==> src/rtl/mips_pkg.sv <==
// Shared definitions for the multi-cycle MIPS core: FSM states, opcode and
// funct encodings, the 3-bit ALU control code and the ALU helper function.
package mips_pkg;

  typedef enum logic [3:0] {
    S_IDLE, S_FETCH, S_DECODE, S_MEMADR, S_MEMRD, S_MEMWB, S_MEMWR,
    S_EXEC, S_ALUWB, S_BRANCH, S_ADDIEX, S_ADDIWB, S_JUMP, S_TRAP
  } state_e;

  localparam logic [5:0] OP_RTYPE = 6'h00;
  localparam logic [5:0] OP_J     = 6'h02;
  localparam logic [5:0] OP_BEQ   = 6'h04;
  localparam logic [5:0] OP_BNE   = 6'h05;
  localparam logic [5:0] OP_ADDI  = 6'h08;
  localparam logic [5:0] OP_SLTI  = 6'h0A;
  localparam logic [5:0] OP_ANDI  = 6'h0C;
  localparam logic [5:0] OP_ORI   = 6'h0D;
  localparam logic [5:0] OP_LW    = 6'h23;
  localparam logic [5:0] OP_SW    = 6'h2B;

  localparam logic [5:0] FN_SLL = 6'h00;
  localparam logic [5:0] FN_SRL = 6'h02;
  localparam logic [5:0] FN_ADD = 6'h20;
  localparam logic [5:0] FN_SUB = 6'h22;
  localparam logic [5:0] FN_AND = 6'h24;
  localparam logic [5:0] FN_OR  = 6'h25;
  localparam logic [5:0] FN_SLT = 6'h2A;

  // Same code points as the single-cycle ALU; shifts use the spare codes.
  typedef enum logic [2:0] {
    ALU_AND = 3'b000, ALU_OR  = 3'b001, ALU_ADD = 3'b010, ALU_SLL = 3'b011,
    ALU_SRL = 3'b100, ALU_SUB = 3'b110, ALU_SLT = 3'b111
  } alu_ctrl_e;

  typedef enum logic [1:0] {PC_HOLD, PC_PLUS4, PC_BTA, PC_JUMP} pc_src_e;
  typedef enum logic [1:0] {AO_HOLD, AO_BTA, AO_ALU} ao_src_e;
  typedef enum logic [1:0] {SB_REG, SB_SEXT, SB_ZEXT} srcb_e;

  // Per-cycle control word; all-zero means "do nothing".
  typedef struct packed {
    logic      mem_req;
    logic      mem_we;
    logic      addr_alu;     // 1: address from ALUOut, 0: from PC
    logic      ir_we;
    logic      mdr_we;
    logic      ab_we;
    pc_src_e   pc_src;
    ao_src_e   ao_src;
    alu_ctrl_e alu_ctrl;
    srcb_e     srcb;
    logic      rf_we;
    logic      rf_dst_rd;    // 1: write rd, 0: write rt
    logic      rf_from_mdr;  // 1: write MDR, 0: write ALUOut
    logic      retire;
    logic      trap;
  } ctrl_t;

  function automatic logic [31:0] alu_op(input alu_ctrl_e ctl, input logic [31:0] a,
                                         input logic [31:0] b, input logic [4:0] shamt);
    logic [31:0] r;
    case (ctl)
      ALU_AND: r = a & b;
      ALU_OR:  r = a | b;
      ALU_ADD: r = a + b;
      ALU_SUB: r = a - b;
      ALU_SLT: r = {31'b0, ($signed(a) < $signed(b))};
      ALU_SLL: r = b << shamt;
      ALU_SRL: r = b >> shamt;
      default: r = a + b;
    endcase
    return r;
  endfunction

endpackage

==> src/rtl/mips_mc_fsm.sv <==
// Multi-cycle MIPS control FSM: state register, next-state logic and the
// per-state control word. Optional extended ALU ops (bne, andi, ori, slti,
// sll, srl) are enabled by defining MIPS_EXT_ALU_EN.
module mips_mc_fsm
  import mips_pkg::*;
(
  input  logic       clk,
  input  logic       rst,
  input  logic [5:0] opcode,
  input  logic [5:0] funct,
  input  logic       mem_ready,
  input  logic       a_eq_b,
  output ctrl_t      ctrl
);

  state_e state_q, state_d;
  logic   branch_take;

`ifdef MIPS_EXT_ALU_EN
  assign branch_take = (opcode == OP_BNE) ? !a_eq_b : a_eq_b;
`else
  assign branch_take = a_eq_b;
`endif

  // State register; reset parks the core in IDLE.
  always_ff @(posedge clk or negedge rst) begin
    if (!rst) state_q <= S_IDLE;
    else      state_q <= state_d;
  end

  // Next-state and control word for the current state.
  always_comb begin
    state_d = state_q;
    ctrl    = '0;
    case (state_q)
      S_IDLE: state_d = S_FETCH;
      S_FETCH: begin
        ctrl.mem_req = 1'b1;
        if (mem_ready) begin
          ctrl.ir_we  = 1'b1;
          ctrl.pc_src = PC_PLUS4;
          state_d     = S_DECODE;
        end
      end
      S_DECODE: begin
        ctrl.ab_we  = 1'b1;
        ctrl.ao_src = AO_BTA;
        case (opcode)
          OP_LW, OP_SW: state_d = S_MEMADR;
          OP_RTYPE:     state_d = S_EXEC;
          OP_BEQ:       state_d = S_BRANCH;
          OP_ADDI:      state_d = S_ADDIEX;
          OP_J:         state_d = S_JUMP;
`ifdef MIPS_EXT_ALU_EN
          OP_BNE:                   state_d = S_BRANCH;
          OP_ANDI, OP_ORI, OP_SLTI: state_d = S_ADDIEX;
`endif
          default:      state_d = S_TRAP;
        endcase
      end
      S_MEMADR: begin
        ctrl.ao_src   = AO_ALU;
        ctrl.alu_ctrl = ALU_ADD;
        ctrl.srcb     = SB_SEXT;
        state_d       = (opcode == OP_LW) ? S_MEMRD : S_MEMWR;
      end
      S_MEMRD: begin
        ctrl.mem_req  = 1'b1;
        ctrl.addr_alu = 1'b1;
        if (mem_ready) begin
          ctrl.mdr_we = 1'b1;
          state_d     = S_MEMWB;
        end
      end
      S_MEMWB: begin
        ctrl.rf_we       = 1'b1;
        ctrl.rf_from_mdr = 1'b1;
        ctrl.retire      = 1'b1;
        state_d          = S_FETCH;
      end
      S_MEMWR: begin
        ctrl.mem_req  = 1'b1;
        ctrl.mem_we   = 1'b1;
        ctrl.addr_alu = 1'b1;
        if (mem_ready) begin
          ctrl.retire = 1'b1;
          state_d     = S_FETCH;
        end
      end
      S_EXEC: begin
        ctrl.ao_src = AO_ALU;
        state_d     = S_ALUWB;
        case (funct)
          FN_ADD: ctrl.alu_ctrl = ALU_ADD;
          FN_SUB: ctrl.alu_ctrl = ALU_SUB;
          FN_AND: ctrl.alu_ctrl = ALU_AND;
          FN_OR:  ctrl.alu_ctrl = ALU_OR;
          FN_SLT: ctrl.alu_ctrl = ALU_SLT;
`ifdef MIPS_EXT_ALU_EN
          FN_SLL: ctrl.alu_ctrl = ALU_SLL;
          FN_SRL: ctrl.alu_ctrl = ALU_SRL;
`endif
          default: begin
            // Illegal funct: leave ALUOut untouched and stop.
            ctrl.ao_src = AO_HOLD;
            state_d     = S_TRAP;
          end
        endcase
      end
      S_ALUWB: begin
        ctrl.rf_we     = 1'b1;
        ctrl.rf_dst_rd = 1'b1;
        ctrl.retire    = 1'b1;
        state_d        = S_FETCH;
      end
      S_BRANCH: begin
        // ALUOut still holds the target computed in DECODE.
        if (branch_take) ctrl.pc_src = PC_BTA;
        ctrl.retire = 1'b1;
        state_d     = S_FETCH;
      end
      S_ADDIEX: begin
        ctrl.ao_src   = AO_ALU;
        ctrl.alu_ctrl = ALU_ADD;
        ctrl.srcb     = SB_SEXT;
        state_d       = S_ADDIWB;
`ifdef MIPS_EXT_ALU_EN
        // IR is stable from DECODE on, so the opcode selects the I-type op.
        case (opcode)
          OP_ANDI: begin ctrl.alu_ctrl = ALU_AND; ctrl.srcb = SB_ZEXT; end
          OP_ORI:  begin ctrl.alu_ctrl = ALU_OR;  ctrl.srcb = SB_ZEXT; end
          OP_SLTI: ctrl.alu_ctrl = ALU_SLT;
          default: ;
        endcase
`endif
      end
      S_ADDIWB: begin
        ctrl.rf_we  = 1'b1;
        ctrl.retire = 1'b1;
        state_d     = S_FETCH;
      end
      S_JUMP: begin
        ctrl.pc_src = PC_JUMP;
        ctrl.retire = 1'b1;
        state_d     = S_FETCH;
      end
      S_TRAP:  ctrl.trap = 1'b1;
      default: state_d = S_TRAP;
    endcase
  end

endmodule

==> src/rtl/mips_multicycle.sv <==
// Multi-cycle MIPS core top: datapath registers (PC, IR, MDR, A, B, ALUOut),
// register file and the shared memory port. Control comes from mips_mc_fsm;
// the optional MIPS_EXT_ALU_EN instruction set lives entirely in the FSM.
// ADDR_W is expected to be at most 32.
module mips_multicycle
  import mips_pkg::*;
#(
  parameter int                ADDR_W    = 32,
  parameter logic [ADDR_W-1:0] RESET_PC  = '0,
  parameter int                REG_COUNT = 32
) (
  input  logic              clk,
  input  logic              rst,
  output logic              mem_req,
  output logic              mem_we,
  output logic [ADDR_W-1:0] mem_addr,
  output logic [31:0]       mem_wdata,
  input  logic [31:0]       mem_rdata,
  input  logic              mem_ready,
  output logic [ADDR_W-1:0] pc,
  output logic              retire,
  output logic              trap
);

  localparam int                RW        = $clog2(REG_COUNT);
  localparam logic [ADDR_W-1:0] WORD_MASK = ~ADDR_W'(3);

  ctrl_t             ctrl;
  logic [ADDR_W-1:0] pc_q, pc_d;
  logic [31:0]       ir_q, ir_d, mdr_q, mdr_d, a_q, a_d, b_q, b_d, aluout_q, aluout_d;
  logic [31:0]       regs_q [REG_COUNT];

  logic [31:0]       sext_imm, zext_imm, alu_b, alu_res, pc32, bta, jt;
  logic [RW-1:0]     rs_idx, rt_idx, rd_idx, rf_waddr;
  logic [31:0]       rf_wdata;
  logic [ADDR_W-1:0] addr_mux;

  assign sext_imm = {{16{ir_q[15]}}, ir_q[15:0]};
  assign zext_imm = {16'h0, ir_q[15:0]};
  assign rs_idx   = ir_q[21 +: RW];
  assign rt_idx   = ir_q[16 +: RW];
  assign rd_idx   = ir_q[11 +: RW];
  assign pc32     = 32'(pc_q);
  assign bta      = pc32 + {sext_imm[29:0], 2'b00};
  assign jt       = {pc32[31:28], ir_q[25:0], 2'b00};
  assign rf_waddr = ctrl.rf_dst_rd ? rd_idx : rt_idx;
  assign rf_wdata = ctrl.rf_from_mdr ? mdr_q : aluout_q;

  mips_mc_fsm u_fsm (
    .clk       (clk),
    .rst       (rst),
    .opcode    (ir_q[31:26]),
    .funct     (ir_q[5:0]),
    .mem_ready (mem_ready),
    .a_eq_b    (a_q == b_q),
    .ctrl      (ctrl)
  );

  // ALU second operand and result.
  always_comb begin
    alu_b = b_q;
    case (ctrl.srcb)
      SB_SEXT: alu_b = sext_imm;
      SB_ZEXT: alu_b = zext_imm;
      default: alu_b = b_q;
    endcase
    alu_res = alu_op(ctrl.alu_ctrl, a_q, alu_b, ir_q[10:6]);
  end

  // Next values of the datapath registers, gated by the control enables.
  always_comb begin
    pc_d = pc_q;
    case (ctrl.pc_src)
      PC_PLUS4: pc_d = pc_q + ADDR_W'(4);
      PC_BTA:   pc_d = aluout_q[ADDR_W-1:0];
      PC_JUMP:  pc_d = jt[ADDR_W-1:0];
      default:  pc_d = pc_q;
    endcase
    ir_d     = ctrl.ir_we  ? mem_rdata       : ir_q;
    mdr_d    = ctrl.mdr_we ? mem_rdata       : mdr_q;
    a_d      = ctrl.ab_we  ? regs_q[rs_idx]  : a_q;
    b_d      = ctrl.ab_we  ? regs_q[rt_idx]  : b_q;
    aluout_d = aluout_q;
    case (ctrl.ao_src)
      AO_BTA:  aluout_d = bta;
      AO_ALU:  aluout_d = alu_res;
      default: aluout_d = aluout_q;
    endcase
  end

  // Datapath register bank.
  always_ff @(posedge clk or negedge rst) begin
    if (!rst) begin
      pc_q     <= RESET_PC;
      ir_q     <= '0;
      mdr_q    <= '0;
      a_q      <= '0;
      b_q      <= '0;
      aluout_q <= '0;
    end else begin
      pc_q     <= pc_d;
      ir_q     <= ir_d;
      mdr_q    <= mdr_d;
      a_q      <= a_d;
      b_q      <= b_d;
      aluout_q <= aluout_d;
    end
  end

  // Register file; entry 0 is never written so it always reads zero.
  always_ff @(posedge clk or negedge rst) begin
    if (!rst) begin
      for (int i = 0; i < REG_COUNT; i++) regs_q[i] <= '0;
    end else if (ctrl.rf_we && (rf_waddr != '0)) begin
      regs_q[rf_waddr] <= rf_wdata;
    end
  end

  assign addr_mux  = ctrl.addr_alu ? aluout_q[ADDR_W-1:0] : pc_q;
  assign mem_addr  = addr_mux & WORD_MASK;
  assign mem_req   = ctrl.mem_req;
  assign mem_we    = ctrl.mem_we;
  assign mem_wdata = b_q;
  assign pc        = pc_q;
  assign retire    = ctrl.retire;
  assign trap      = ctrl.trap;

endmodule
==> config.mk <==
export PLATFORM = sky130hd
export DESIGN_NAME = mips_multicycle
export DESIGN_NICKNAME = d
export VERILOG_FILES = /design/src/rtl/mips_pkg.sv /design/src/rtl/mips_mc_fsm.sv /design/src/rtl/mips_multicycle.sv
export SDC_FILE = /design/constraint.sdc
export NUM_CORES = 2
export LEC_CHECK = 0
export CAP_MARGIN = 0
export CORE_ASPECT_RATIO = 0.9
export CORE_MARGIN = 4
export CORE_UTILIZATION = 35
export DETAILED_ROUTE_END_ITERATION = 6
export GPL_TIMING_DRIVEN = 0
export MAX_ROUTING_LAYER = met4
export SLEW_MARGIN = 20
export SYNTH_ARGS = -nofsm -noshare
export SYNTH_HDL_FRONTEND = slang
export SYNTH_SLANG_ARGS = --single-unit
==> constraint.sdc <==
create_clock -name clk -period 4.08 [get_ports clk]
set_input_delay 0.816 -clock clk [delete_from_list [all_inputs] [get_ports clk]]
set_output_delay 0.816 -clock clk [all_outputs]
set_load 0.1 [all_outputs]
Yosys cells after proc, flatten, opt, wreduce, memory -nomap -nowiden --
Index checks and enable logic that the tools add are counted.
Storage, ports and cells: flip-flop bits (word level) 1220, latch bits 0, RAM bits 0, memory bits (read-only) 0, input bits 35, output and inout bits 100, word-level logic and storage cells 159, memories kept 0
Operators by class: add/sub/neg operators 4, $mul 0, div/mod/pow operators 0, order comparisons 5, eq/ne operators 39, shift operators 2, muxes and demuxes 43, bitwise gates (word level) 7, reductions and logical operators 19
Operators with widths (count):
- $bwmux W1024 | 1
- $bmux W32 S5 | 2
- $mux W32 | 7
- $pmux W32 S6 | 1
- $demux W32 S5 | 1
- $pmux W32 S2 | 2
- $pmux W32 S3 | 1
- $add A32 B32 Y32 | 2
- $eq A6 B6 Y1 const B | 7
- $pmux W4 S9 | 1
- $add A32 B3 Y32 const B | 1
- $and A32 B32 Y32 | 1
- $eq A32 B32 Y1 | 1
- $lt A32 B32 Y1 | 1
- $or A32 B32 Y32 | 1
- $shl A32 B5 Y32 | 1
- $shr A32 B5 Y32 | 1
- $sub A32 B32 Y32 | 1
- $eq A4 B4 Y1 const B | 6
- $pmux W4 S5 | 1
- $ge A6 B6 Y1 const B | 3
- $not A5 Y6 | 3
- $eq A4 B3 Y1 const B | 4
- $mux W1 | 13
- 34 further kinds | 56

Logic depth before layout (Yosys ltp) --
depth after elaboration 9, mapped depth 20, gate-level depth less buffers 16

Modules after synthesis --
From an unflattened synthesis, not the netlist that was laid out.
Unflattened totals: cell total of the unflattened synthesis 6754, area total of the unflattened synthesis 71647.5 µm²
By module, submodules not included:
- mips_multicycle | times used 1, cells an instance 6654, area an instance 70954.3 µm², seq. area each 30429.2 µm²
- mips_mc_fsm | times used 1, cells an instance 100, area an instance 693.2 µm², seq. area each 100.1 µm²

Worst setup path after synthesis --
Ideal clock, no wire load.
kind register to output, start point register pc_q[3] (netlist: pc[3]), end point output mem_addr[3], data arrival time 3.335 ns, data required time 3.264 ns, setup slack -0.071 ns, cell stages (with the launch flop) 3, buffers on the path 0, path through dfrtp_1 -> inv_1 -> o21ai_0
Between the ends: cells in the longest elaborated chain, start to end 1
Ends and longest elaborated chain:
- start, declared | RTL line mips_multicycle.sv:29 | logic [ADDR_W-1:0] pc_q, pc_d;
- start signal, assigned | RTL line mips_multicycle.sv:101 | pc_q <= pc_d;
- $mux W32 | RTL line mips_multicycle.sv:119 | assign addr_mux = ctrl.addr_alu ? aluout_q[ADDR_W-1:0] : pc_q;
- end, declared | RTL line mips_multicycle.sv:16 | output logic [ADDR_W-1:0] mem_addr,
Every way passes these cells.

Worst setup path in the final report --
start point register ir_q[15], end point register aluout_q[29]
Between the ends: cells in the longest elaborated chain, start to end 4, elaborated cells on any way between the ends 10, those cells by class add/sub (3); shift (2); mux (3); bitwise (2)
Ends and longest elaborated chain:
- start, declared | RTL line mips_multicycle.sv:30 | logic [31:0] ir_q, ir_d, mdr_q, mdr_d, a_q, a_d, b_q, b_d, aluout_q, aluout_d;
- start signal, assigned | RTL line mips_multicycle.sv:102 | ir_q <= ir_d;
- $pmux W32 S2 | RTL line mips_multicycle.sv:62 | case (ctrl.srcb)
- $add A32 B32 Y32 (tied with other cells) | RTL line mips_pkg.sv:64, mips_pkg.sv:69
- $pmux W32 S6 | RTL line mips_pkg.sv:61 | case (ctl)
- $pmux W32 S2 (*) | RTL line mips_multicycle.sv:84 | case (ctrl.ao_src)
- end signal, assigned | RTL line mips_multicycle.sv:106 | aluout_q <= aluout_d;
- end, declared | RTL line mips_multicycle.sv:30
Mark *: on every way between the ends. The rest lies on a longest branch, timed or not. A chain may end at the register's enable or synchronous reset.

==> results.sh <==
export IMPL_status="complete, but fails checks"
export IMPL_violations="negative setup slack"
export IMPL_rsz0062_at_grt="true"
export IMPL_fill_cells=18266
export IMPL_critPathLaunchType="flip-flop"
export IMPL_die_area_mm2=0.200
export IMPL_synth_compound_area_share_pct=13.7
export IMPL_fmax_mhz=232
export IMPL_synthAdderAreaFrac_pct=2.51
export IMPL_finalWirelength_mm=295
export IMPL_critPathTopFamily="compound AO/OA/AOI/OAI gates"
export IMPL_first_global_vias=55982
export IMPL_first_iter_violations=8038
export IMPL_min_path_type="flip-flop to flip-flop"
export IMPL_setup_viol=18
export IMPL_place_hpwl_mm=217
export IMPL_vias=57697
export IMPL_ctsLongestPathBuffers=3
export IMPL_crit_buf_inv=5
export IMPL_drv_cap=0
export IMPL_start_util_pct=35.3
export IMPL_syn_avg_cell_area_um2=10.9
export IMPL_met3_usage_pct=9.58
export IMPL_seq_area_frac_synth_pct=45.1
export IMPL_async_flop_share_pct=100
export IMPL_criticalPathCategory="flip-flop to flip-flop"
export IMPL_grt_busiest_layer="met2"
export IMPL_io_buffer_count=131
export IMPL_powerDensity_mw_per_mm2=1030
export IMPL_final_common_cell="dfrtp_1"
export IMPL_grt_pass1_wl_mm=416
export IMPL_crit_path_max_fanout=19
export IMPL_hold_viol=0
export IMPL_fp_coreArea_mm2=0.191
export IMPL_end_kind="flip-flop"
export IMPL_final_min_clock_period_ns=4.30
export IMPL_yosys_warnings=0
export IMPL_postRouteAntennaNets=0
export IMPL_setup_ws_ns=-0.223
export IMPL_grt_use_met1_pct=37.6
export IMPL_synth_top_family_by_area="multiplexers"
export IMPL_die_x_um=471
export IMPL_tns_ns=-1.39
export IMPL_slew_viol_final=0
export IMPL_row_count=152
export IMPL_fin_crit_sh_pct=105
export IMPL_final_cells=9229
export IMPL_worstSkewPairLatency_ns=0.81
export IMPL_synth_ff_latch_count=1220
export IMPL_power_total_mw=82.9
export IMPL_cpMostUsedCell="inv_1"
export IMPL_area_growth_pct=18.6
export IMPL_vias_per_cell=6.25
export IMPL_cp_arrival_ns=4.96
export IMPL_p_leak_nw=33.3
export IMPL_drive_above_1_share_pct=23.4
export IMPL_clock_sinks=1220
export IMPL_synth_xor_area_share_pct=0.816
export IMPL_overflow=0
export IMPL_crit_chain="inv_1 -> nor2_4 -> clkbuf_8 -> buf_4 -> a21o_1 -> inv_1 -> ha_1 -> clkbuf_2 -> o31ai_1 -> a311oi_1 -> or3_4 -> xnor2_2 -> a221oi_2 -> a21oi_1"
export IMPL_nNetsFinal=6737
export IMPL_synth_mux_area_share_pct=24.3
export IMPL_synth_edf_count=0
export IMPL_grtUsageTotal_pct=29.6
export IMPL_clk_pin_slew_ns=0.06
export IMPL_netlist_area_mm2=0.0676
export IMPL_htreeDepth=4
export IMPL_firstDrtPassIters=6
export IMPL_io_pins=135
export IMPL_synth_ff_type="dfrtp_1"
export IMPL_antenna_found_initial=22
export IMPL_dieHeight_um=425
export IMPL_layout_common_cells="1217 x dfrtp_1, 1022 x nand2_1, 953 x o21ai_0"
export IMPL_wl_per_cell_um=31.9
export IMPL_required_ns=4.74
export IMPL_grt_max_degree=144
export IMPL_cts_tree="built"
export IMPL_cts_root_buf="clkbuf_16"
export IMPL_relSlewSlack_pct=8.85
export IMPL_dp_cells=8876
export IMPL_fin_skew_ns=0.0417
export IMPL_synth_simple_area_share_pct=9.54
export IMPL_drc=0
export IMPL_cpPeakStageDelay_ns=0.71
export IMPL_cts_buffers=139
export IMPL_tightest_slew_ns=1.37
export IMPL_vdd_ir_drop_max_mv=0.456
export IMPL_ys_types=95
export IMPL_gp_congestion=1.02
export IMPL_slowest_stage="dfrtp_2"
export IMPL_synthCells=6178
export IMPL_grt_use_met2_pct=41.5
state kept, by name, indices dropped and copies added, names as in the netlist:
| register | cells |
|---|---|
| a_q | 32 |
| aluout_q | 32 |
| ir_q | 32 |
| mdr_q | 32 |
| mem_wdata | 32 |
| pc | 32 |
| regs_q | 1024 |
| u_fsm.state_q | 4 |
cell usage after synthesis, drive strengths merged (4+ instances only):
| library cell | instances | area share [%] |
|---|---|---|
| dfrtp | 1220 | 45 |
| nand2 | 1042 | 5.8 |
| o21ai | 976 | 7.2 |
| mux4 | 640 | 21 |
| clkbuf | 472 | 2.6 |
| a21oi | 353 | 2.6 |
| nor2 | 339 | 1.9 |
| ha | 131 | 2.4 |
| buf | 118 | 0.74 |
| inv | 116 | 0.64 |
| mux2i | 99 | 1.5 |
| mux2 | 90 | 1.5 |
| a21o | 51 | 0.57 |
| xnor2 | 42 | 0.54 |
| nand3 | 38 | 0.28 |
| a221oi | 32 | 0.41 |
| nor3 | 29 | 0.22 |
| nand2b | 24 | 0.22 |
| and3 | 23 | 0.21 |
| a221o | 22 | 0.33 |
| o21bai | 21 | 0.23 |
| xor2 | 21 | 0.27 |
| a211oi | 20 | 0.23 |
| nor2b | 20 | 0.19 |
| o31ai | 20 | 0.28 |
| o22ai | 19 | 0.18 |
| a31oi | 18 | 0.20 |
| nand4 | 16 | 0.15 |
| o211ai | 16 | 0.18 |
| nor4 | 13 | 0.12 |
| a22oi | 12 | 0.14 |
| o221ai | 10 | 0.13 |
| o21a | 9 | 0.10 |
| nor3b | 8 | 0.096 |
| or2 | 8 | 0.074 |
| and2 | 7 | 0.067 |
| a311oi | 6 | 0.078 |
| nand3b | 6 | 0.067 |
| or3 | 5 | 0.046 |
| a2111oi | 4 | 0.11 |
| a21boi | 4 | 0.044 |
| a222oi | 4 | 0.059 |
| a31o | 4 | 0.052 |
| o22a | 4 | 0.052 |
timing repair:
item                       CTS  global route
pin swaps                   79            65
setup endpoints to repair  356           501
gates resized for setup    419           208
gates cloned                 2             1
hold endpoints to repair    39             0
hold buffers                 1             0
setup buffers               80            25
area by class of cell:
type / count / area, um^2 / share of cell area (%)
Tap cell: 2541 / 3180 / 3.96
Sequential cell: 1220 / 30500 / 38.1
Multi-Input combinational cell: 4252 / 36000 / 44.9
Buffer: 578 / 2670 / 3.32
Clock inverter: 40 / 559 / 0.697
Clock buffer: 194 / 3990 / 4.97
Timing Repair Buffer: 261 / 2770 / 3.45
Antenna cell: 27 / 67.6 / 0.0842
Inverter: 116 / 445 / 0.555
worst paths after layout:
check | slack, ns | start | depth (start not counted) | endpoint
max in group asynchronous | 0.58 | rst | 7 | regs_q[1015]
min in group asynchronous | 0.52 | rst | 2 | regs_q[177]
worst max register to register | -0.22 | ir_q[15] | 14 | aluout_q[29]
worst max-delay path | -0.22 | ir_q[15] | 14 | aluout_q[29]
worst min register to register | 0.48 | regs_q[1008] | 1 | regs_q[1008]
worst min-delay path | 0.48 | regs_q[1008] | 1 | regs_q[1008]
per-stage QoR:
stage	instance area, um^2	worst slack (ns)	util, %	hold slack (ns)
final	80200	-0.223	41.9	0.475
after floorplan	67600	0.0105	-	0.441
after global routing	80200	-0.253	41.9	0.492
after detailed placement	73000	-2.03	38.1	0.465
after global placement	72100	-53.95	37.7	0.453
after CTS	79400	-0.142	41.5	0.436
metal layers:
metal	wire [um]	up-vias
met5	0	-
met4	21100	0
met3	35900	799
met2	126000	3668
met1	112000	29919
li1	-	23311
power breakdown:
part           total (mW)  switching (mW)  internal (mW)  leakage (nW)
Clock                12.8            5.50           7.35          2.24
Sequential           21.5            4.99           16.5          16.1
Combinational        48.6            30.3           18.2          14.9
cells by family after synthesis:
| family | count (synthesis) |
|---|---|
| compound gates | 1636 |
| xor+xnor | 63 |
| fa+ha+maj | 134 |
| buf+inv | 707 |
| flops | 1220 |
| mux | 829 |
| other cells | 1 |
| simple gates | 1588 |
Power figures use the tool's default switching activity.
